## src/rtl/master_port_if.sv

```systemverilog
// Host request and bit-serial slave bus signals for master_port.
// The master modport is the initiator's view; slave is the host/slave side.
interface master_port_if #(
  parameter int unsigned N   = 8,
  parameter int unsigned ADN = 12
);
  logic           start;
  logic           rw;
  logic [ADN-1:0] addr_in;
  logic [N-1:0]   wdata_in;
  logic           busy;
  logic           done;
  logic           err;
  logic [N-1:0]   rdata;
  logic           validOut;
  logic           wren;
  logic           Address;
  logic           DataOut;
  logic           ready;
  logic           validIn;
  logic           DataIn;

  modport master (
    input  start, rw, addr_in, wdata_in, ready, validIn, DataIn,
    output busy, done, err, rdata, validOut, wren, Address, DataOut
  );

  modport slave (
    output start, rw, addr_in, wdata_in, ready, validIn, DataIn,
    input  busy, done, err, rdata, validOut, wren, Address, DataOut
  );
endinterface

```

## src/rtl/master_port.sv

```systemverilog
// Bit-serial bus initiator: serializes a host request, collects serial read data.
// Define MASTER_TIMEOUT_EN to bound the WRDY/RWAIT waits by TIMEOUT cycles.
module master_port #(
  parameter int unsigned N       = 8,
  parameter int unsigned ADN     = 12,
  parameter int unsigned TIMEOUT = 64
) (
  input logic           clk,
  input logic           rst,
  master_port_if.master bus
);
  localparam int unsigned BitW  = $clog2(ADN + 1);
  localparam int unsigned BeatW = $clog2(N + 1);

  if (ADN < N || TIMEOUT == 0) begin : gen_param_check
    $error("master_port: requires ADN >= N and TIMEOUT > 0");
  end

  typedef enum logic [2:0] {StIdle, StWrdy, StReq, StAddr, StRwait} state_e;

  state_e           stateQ, stateD;
  logic             rwQ, rwD;
  logic [ADN-1:0]   addrShQ, addrShD;
  logic [ADN-1:0]   dataShQ, dataShD;
  logic [BitW-1:0]  bitCntQ, bitCntD;
  logic [BeatW-1:0] beatCntQ, beatCntD;
  logic [N-1:0]     rdShQ, rdShD;
  logic [N-1:0]     rdataQ, rdataD;
  logic             busyQ, busyD, doneQ, doneD, validQ, validD, wrenQ, wrenD;
  logic             addrBitQ, addrBitD, dataBitQ, dataBitD;

`ifdef MASTER_TIMEOUT_EN
  localparam int unsigned WaitW = $clog2(TIMEOUT + 1);
  logic [WaitW-1:0] waitQ, waitD;
  logic             errQ, errD;
  logic             timeout;
  assign timeout = (waitQ == WaitW'(TIMEOUT - 1));
`endif

  always_comb begin
    stateD   = stateQ;
    rwD      = rwQ;
    addrShD  = addrShQ;
    dataShD  = dataShQ;
    bitCntD  = bitCntQ;
    beatCntD = beatCntQ;
    rdShD    = rdShQ;
    rdataD   = rdataQ;
    busyD    = busyQ;
    doneD    = 1'b0;
    validD   = 1'b0;
    wrenD    = 1'b0;
    addrBitD = 1'b0;
    dataBitD = 1'b0;
`ifdef MASTER_TIMEOUT_EN
    waitD    = waitQ;
    errD     = 1'b0;
`endif
    unique case (stateQ)
      StIdle: begin
        busyD = 1'b0;
        if (bus.start) begin
          rwD     = bus.rw;
          addrShD = bus.addr_in;
          // Write data sits in the low N bits so it leaves on the last N address beats.
          dataShD = bus.rw ? ADN'(bus.wdata_in) : '0;
          busyD   = 1'b1;
          stateD  = StWrdy;
`ifdef MASTER_TIMEOUT_EN
          waitD   = '0;
`endif
        end
      end
      StWrdy: begin
        if (bus.ready) begin
          stateD = StReq;
          validD = 1'b1;
          wrenD  = rwQ;
        end else begin
`ifdef MASTER_TIMEOUT_EN
          if (timeout) begin
            stateD = StIdle;
            busyD  = 1'b0;
            doneD  = 1'b1;
            errD   = 1'b1;
          end else begin
            waitD = waitQ + 1'b1;
          end
`endif
        end
      end
      StReq: begin
        stateD   = StAddr;
        bitCntD  = '0;
        validD   = 1'b1;
        wrenD    = rwQ;
        addrBitD = addrShQ[ADN-1];
        dataBitD = dataShQ[ADN-1];
        addrShD  = addrShQ << 1;
        dataShD  = dataShQ << 1;
      end
      StAddr: begin
        if (bitCntQ == BitW'(ADN - 1)) begin
          if (rwQ) begin
            stateD = StIdle;
            busyD  = 1'b0;
            doneD  = 1'b1;
          end else begin
            stateD   = StRwait;
            beatCntD = '0;
            wrenD    = rwQ;
`ifdef MASTER_TIMEOUT_EN
            waitD    = '0;
`endif
          end
        end else begin
          bitCntD  = bitCntQ + 1'b1;
          validD   = 1'b1;
          wrenD    = rwQ;
          addrBitD = addrShQ[ADN-1];
          dataBitD = dataShQ[ADN-1];
          addrShD  = addrShQ << 1;
          dataShD  = dataShQ << 1;
        end
      end
      StRwait: begin
        wrenD = rwQ;
        if (bus.validIn) begin
`ifdef MASTER_TIMEOUT_EN
          waitD = '0;
`endif
          // Beat 0 is the slave's dummy beat and is not shifted in.
          if (beatCntQ != '0) rdShD = N'({rdShQ, bus.DataIn});
          if (beatCntQ == BeatW'(N)) begin
            stateD = StIdle;
            busyD  = 1'b0;
            doneD  = 1'b1;
            rdataD = N'({rdShQ, bus.DataIn});
          end else begin
            beatCntD = beatCntQ + 1'b1;
          end
        end else begin
`ifdef MASTER_TIMEOUT_EN
          if (timeout) begin
            stateD = StIdle;
            busyD  = 1'b0;
            doneD  = 1'b1;
            errD   = 1'b1;
          end else begin
            waitD = waitQ + 1'b1;
          end
`endif
        end
      end
      default: stateD = StIdle;
    endcase
  end

  always_ff @(posedge clk) begin
    if (rst) begin
      stateQ   <= StIdle;
      rwQ      <= 1'b0;
      addrShQ  <= '0;
      dataShQ  <= '0;
      bitCntQ  <= '0;
      beatCntQ <= '0;
      rdShQ    <= '0;
      rdataQ   <= '0;
      busyQ    <= 1'b0;
      doneQ    <= 1'b0;
      validQ   <= 1'b0;
      wrenQ    <= 1'b0;
      addrBitQ <= 1'b0;
      dataBitQ <= 1'b0;
`ifdef MASTER_TIMEOUT_EN
      waitQ    <= '0;
      errQ     <= 1'b0;
`endif
    end else begin
      stateQ   <= stateD;
      rwQ      <= rwD;
      addrShQ  <= addrShD;
      dataShQ  <= dataShD;
      bitCntQ  <= bitCntD;
      beatCntQ <= beatCntD;
      rdShQ    <= rdShD;
      rdataQ   <= rdataD;
      busyQ    <= busyD;
      doneQ    <= doneD;
      validQ   <= validD;
      wrenQ    <= wrenD;
      addrBitQ <= addrBitD;
      dataBitQ <= dataBitD;
`ifdef MASTER_TIMEOUT_EN
      waitQ    <= waitD;
      errQ     <= errD;
`endif
    end
  end

  assign bus.busy     = busyQ;
  assign bus.done     = doneQ;
  assign bus.rdata    = rdataQ;
  assign bus.validOut = validQ;
  assign bus.wren     = wrenQ;
  assign bus.Address  = addrBitQ;
  assign bus.DataOut  = dataBitQ;
`ifdef MASTER_TIMEOUT_EN
  assign bus.err      = errQ;
`else
  assign bus.err      = 1'b0;
`endif
endmodule

```

## src/flat_wrapper.sv

```systemverilog
// flat-port wrapper written by rule: the top's interface ports become plain ports
module master_port_flat 
#(
  parameter int unsigned N       = 8,
  parameter int unsigned ADN     = 12,
  parameter int unsigned TIMEOUT = 64
)
  (clk, rst, bus_start, bus_rw, bus_addr_in, bus_wdata_in, bus_ready, bus_validIn, bus_DataIn, bus_busy, bus_done, bus_err, bus_rdata, bus_validOut, bus_wren, bus_Address, bus_DataOut);
  master_port_if #(.N(N), .ADN(ADN)) bus_i ();
  input logic clk;
  input logic rst;
  input wire logic [$bits(bus_i.start)-1:0] bus_start;
  input wire logic [$bits(bus_i.rw)-1:0] bus_rw;
  input wire logic [$bits(bus_i.addr_in)-1:0] bus_addr_in;
  input wire logic [$bits(bus_i.wdata_in)-1:0] bus_wdata_in;
  input wire logic [$bits(bus_i.ready)-1:0] bus_ready;
  input wire logic [$bits(bus_i.validIn)-1:0] bus_validIn;
  input wire logic [$bits(bus_i.DataIn)-1:0] bus_DataIn;
  output wire logic [$bits(bus_i.busy)-1:0] bus_busy;
  output wire logic [$bits(bus_i.done)-1:0] bus_done;
  output wire logic [$bits(bus_i.err)-1:0] bus_err;
  output wire logic [$bits(bus_i.rdata)-1:0] bus_rdata;
  output wire logic [$bits(bus_i.validOut)-1:0] bus_validOut;
  output wire logic [$bits(bus_i.wren)-1:0] bus_wren;
  output wire logic [$bits(bus_i.Address)-1:0] bus_Address;
  output wire logic [$bits(bus_i.DataOut)-1:0] bus_DataOut;
  assign bus_i.start = bus_start;
  assign bus_i.rw = bus_rw;
  assign bus_i.addr_in = bus_addr_in;
  assign bus_i.wdata_in = bus_wdata_in;
  assign bus_i.ready = bus_ready;
  assign bus_i.validIn = bus_validIn;
  assign bus_i.DataIn = bus_DataIn;
  assign bus_busy = bus_i.busy;
  assign bus_done = bus_i.done;
  assign bus_err = bus_i.err;
  assign bus_rdata = bus_i.rdata;
  assign bus_validOut = bus_i.validOut;
  assign bus_wren = bus_i.wren;
  assign bus_Address = bus_i.Address;
  assign bus_DataOut = bus_i.DataOut;
  master_port #(.N(N), .ADN(ADN), .TIMEOUT(TIMEOUT)) u_core (.clk(clk), .rst(rst), .bus(bus_i));
endmodule
```

## config.mk

```make
export PLATFORM = sky130hd
export DESIGN_NAME = master_port_flat
export DESIGN_NICKNAME = d
export VERILOG_FILES = /design/src/rtl/master_port_if.sv /design/src/rtl/master_port.sv /design/src/flat_wrapper.sv
export SDC_FILE = /design/constraint.sdc
export NUM_CORES = 1
export LEC_CHECK = 0
export ABC_AREA = 1
export CELL_PAD_IN_SITES_DETAIL_PLACEMENT = 1
export CELL_PAD_IN_SITES_GLOBAL_PLACEMENT = 1
export CORE_UTILIZATION = 42
export CTS_BUF_LIST = sky130_fd_sc_hd__clkbuf_4 sky130_fd_sc_hd__clkbuf_8
export DETAILED_ROUTE_END_ITERATION = 8
export GPL_TIMING_DRIVEN = 0
export PLACE_DENSITY_LB_ADDON = 0.2
export SYNTH_ARGS = -nofsm -noshare
export SYNTH_HDL_FRONTEND = slang
export SYNTH_SLANG_ARGS = --single-unit
```

## constraint.sdc

```tcl
create_clock -name clk -period 3 [get_ports clk]
set_input_delay 0.6 -clock clk [delete_from_list [all_inputs] [get_ports clk]]
set_output_delay 0.6 -clock clk [all_outputs]
set_load 0.02 [all_outputs]
```

==> impl_metrics.toml <==
[worst_setup_path]
arrival_ns = 1.29
crit_path_max_incr_delay_ns = 0.61
cp-end-kind = "primary output"
crit_family = "buffers and inverters"
crit_required_ns = 2.40
startpoint_type = "register"
slowest_stage = "clkdlybuf4s50_1"
crit_path_cell_trace = "clkdlybuf4s50_1"
worstSetupPathType = "reg -> out"
critPathBufInv = 1
critPathMaxFanout = 2

[global_route]
grt_pass1_wl_um = 12400
antenna_found_initial = 0
grt_max_degree = 11
overflow = 0
track_usage = 0.257
grt_pass1_vias = 2586

[drt]
ant_nets = 0
drtIter0Drc = 98
firstDrtPassIters = 4
postRouteWirelength_um = 7200
dr_total_vias = 2566
drc_errors = 0
viasPerCell = 5.05
post_drt_wl_per_cell_um = 14.2

[place]
gp_congestion = 0.865
hpwl_um = 5150
placed_cell_area_sq_um = 3070
dpl.cell_count = 492
port_buffers = 40
post-place-ws_ns = 0.778

[synthesis]
yosys_warnings = 0
ys_seq_area_frac = 0.444
synth_area_sq_um = 2570
netlist.area_leader.share = 0.444
ys_seq_elements = 57
avgSynthCellArea_sq_um = 6.82
synth.top_cells.by_area = "dfxtp_1 44%, nand2_1 15%, nor2_1 12%"
syn_inst = 377
yosysTopAreaCell = "dfxtp_1"
ys_types = 27
syn_nets = 407

[sta]
fin_setup_tns_ns = 0
slew_violations = 0
rsz0062_at_grt = "no"
worst-slew-pin-transition_ns = 0.568
finalSetupViolCount = 0
hold_violations = 0
slew_headroom = 0.621
fmax_ghz = 0.528
finalCritPeriodShare = 0.631
finClkSkew_ns = 0.00903
fin_ws_ns = 1.11
fin_crit_ns = 1.89

[pwr]
power_per_cell_area_nw_per_um2 = 887
irDropWorstVdd_mv = 0.411
p_leak_nw = 1.47

[final_layout]
diodes = 0
fill_cells = 789
fin_nets = 458
areaGrowthSynthToFinish_pct = 26.9
drive_above_1_share = 0.0831
final_area_sq_um = 3260
final_cells = 508

[cts]
htreeDepth = 3
cts_buffers = 9
clkSinkCount = 57
cts_tree = "built"
clk_latency_ns = 0.35
hold_buffers = 0
ctsResizeCount = 0
clk_transition_reported_paths_ns = 0.06
post-cts-setup-buffer-count = 0
cts-root-buf = "clkbuf_8"
cts_buffer_depth = 2

[floorplan]
die_y_um = 80.2
rows = 28
start_util = 0.434
die-area_sq_um = 6440
core_sq_um = 5920
die_x_um = 80.2
io_pins = 42

[status]
outcome = "completed"

[job]
drv_cap = 0

[hold_path]
hp-class = "reg -> reg"
-- through the flow --
stage / hold slack, ns / utilization / power [W]
after floorplan: 0.422 / - / 0.00186
after global placement: 0.431 / 0.518 / 0.00213
after detailed placement: 0.440 / 0.518 / 0.00219
after CTS: 0.451 / 0.551 / 0.00292
after global routing: 0.467 / 0.551 / 0.00313
final: 0.450 / 0.551 / 0.00289
-- final timing paths --
path | slack, ns | endpoint | depth (start not counted) | start
worst min register to register | 0.45 | u_core.bus.Address$_SDFF_PP0_ | 2 | u_core.addrShQ[11]$_SDFFE_PP0P_
worst min-delay path | 0.45 | u_core.bus.Address$_SDFF_PP0_ | 2 | u_core.addrShQ[11]$_SDFFE_PP0P_
worst max-delay path | 1.11 | bus_rdata[2] | 1 | u_core.bus.rdata[2]$_SDFFE_PP0P_
worst max register to register | 1.16 | u_core.addrShQ[6]$_SDFFE_PP0P_ | 9 | u_core.bitCntQ[0]$_SDFFE_PP0P_
-- cell usage in the layout, fill, tap and decap left out, types with 3 or more instances in the layout --
| cell | instances |
|---|---|
| clkbuf_8 | 13 |
| inv_1 | 26 |
| clkbuf_1 | 3 |
| buf_2 | 4 |
| dfxtp_1 | 57 |
| a21oi_1 | 19 |
| nor2_1 | 80 |
| nand3_1 | 14 |
| buf_4 | 5 |
| nand4_1 | 5 |
| a211oi_1 | 3 |
| ha_1 | 3 |
| nand2_1 | 103 |
| clkdlybuf4s50_1 | 40 |
| o21ai_0 | 36 |
| nor2_4 | 4 |
-- synthesized netlist by cell type, drive strengths merged --
| master | count |
|---|---|
| nand2 | 104 |
| nor2 | 85 |
| dfxtp | 57 |
| o21ai | 37 |
| inv | 27 |
| a21oi | 20 |
| nand3 | 14 |
| buf | 12 |
| nand4 | 5 |
| clkbuf | 4 |
| a211oi | 3 |
| ha | 3 |
| nor3 | 2 |
| and3 | 1 |
| conb | 1 |
| nand3b | 1 |
| o211a | 1 |
-- layer usage --
layer  GRT usage  share of wire  vias up
li1            -              -     1294
met1       0.328           0.47     1206
met2       0.421           0.48       53
met3      0.0557          0.036       13
met4      0.0964          0.020        0
met5           0              0        -
-- kinds of logic after synthesis --
| family | count (synthesis) | share of synthesized area |
|---|---|---|
| simple gates | 212 | 0.340 |
| fa+ha+maj | 3 | 0.0146 |
| flops | 57 | 0.444 |
| other cells | 1 | 0.00146 |
| buf+inv | 43 | 0.0754 |
| compound gates | 61 | 0.125 |
-- area by class of cell --
cell class	count	area, sq um	area share
multi-input combinational	277	1240	0.379
sequential	57	1140	0.350
timing repair buffer	40	400	0.123
clock buffer	14	186	0.0572
inverter	27	101	0.0311
tap	75	93.8	0.0288
buffer	16	92.6	0.0284
clock inverter	2	10.0	0.00307
-- sequential cells by signal (all words and copies together) (netlist names), 3 cells and up --
signal	cells
u_core.bitCntQ	4
u_core.beatCntQ	4
u_core.dataShQ	12
u_core.bus.rdata	8
u_core.rdShQ	7
u_core.stateQ	3
u_core.addrShQ	12
-- power by group --
part | internal [W] | switching, W | total (W)
clock network | 0.000397 | 0.000305 | 0.000701
registers | 0.000966 | 0.000128 | 0.00109
logic | 0.000375 | 0.000724 | 0.00110
total | 0.00174 | 0.00116 | 0.00289
Power figures use the tool's default switching activity.
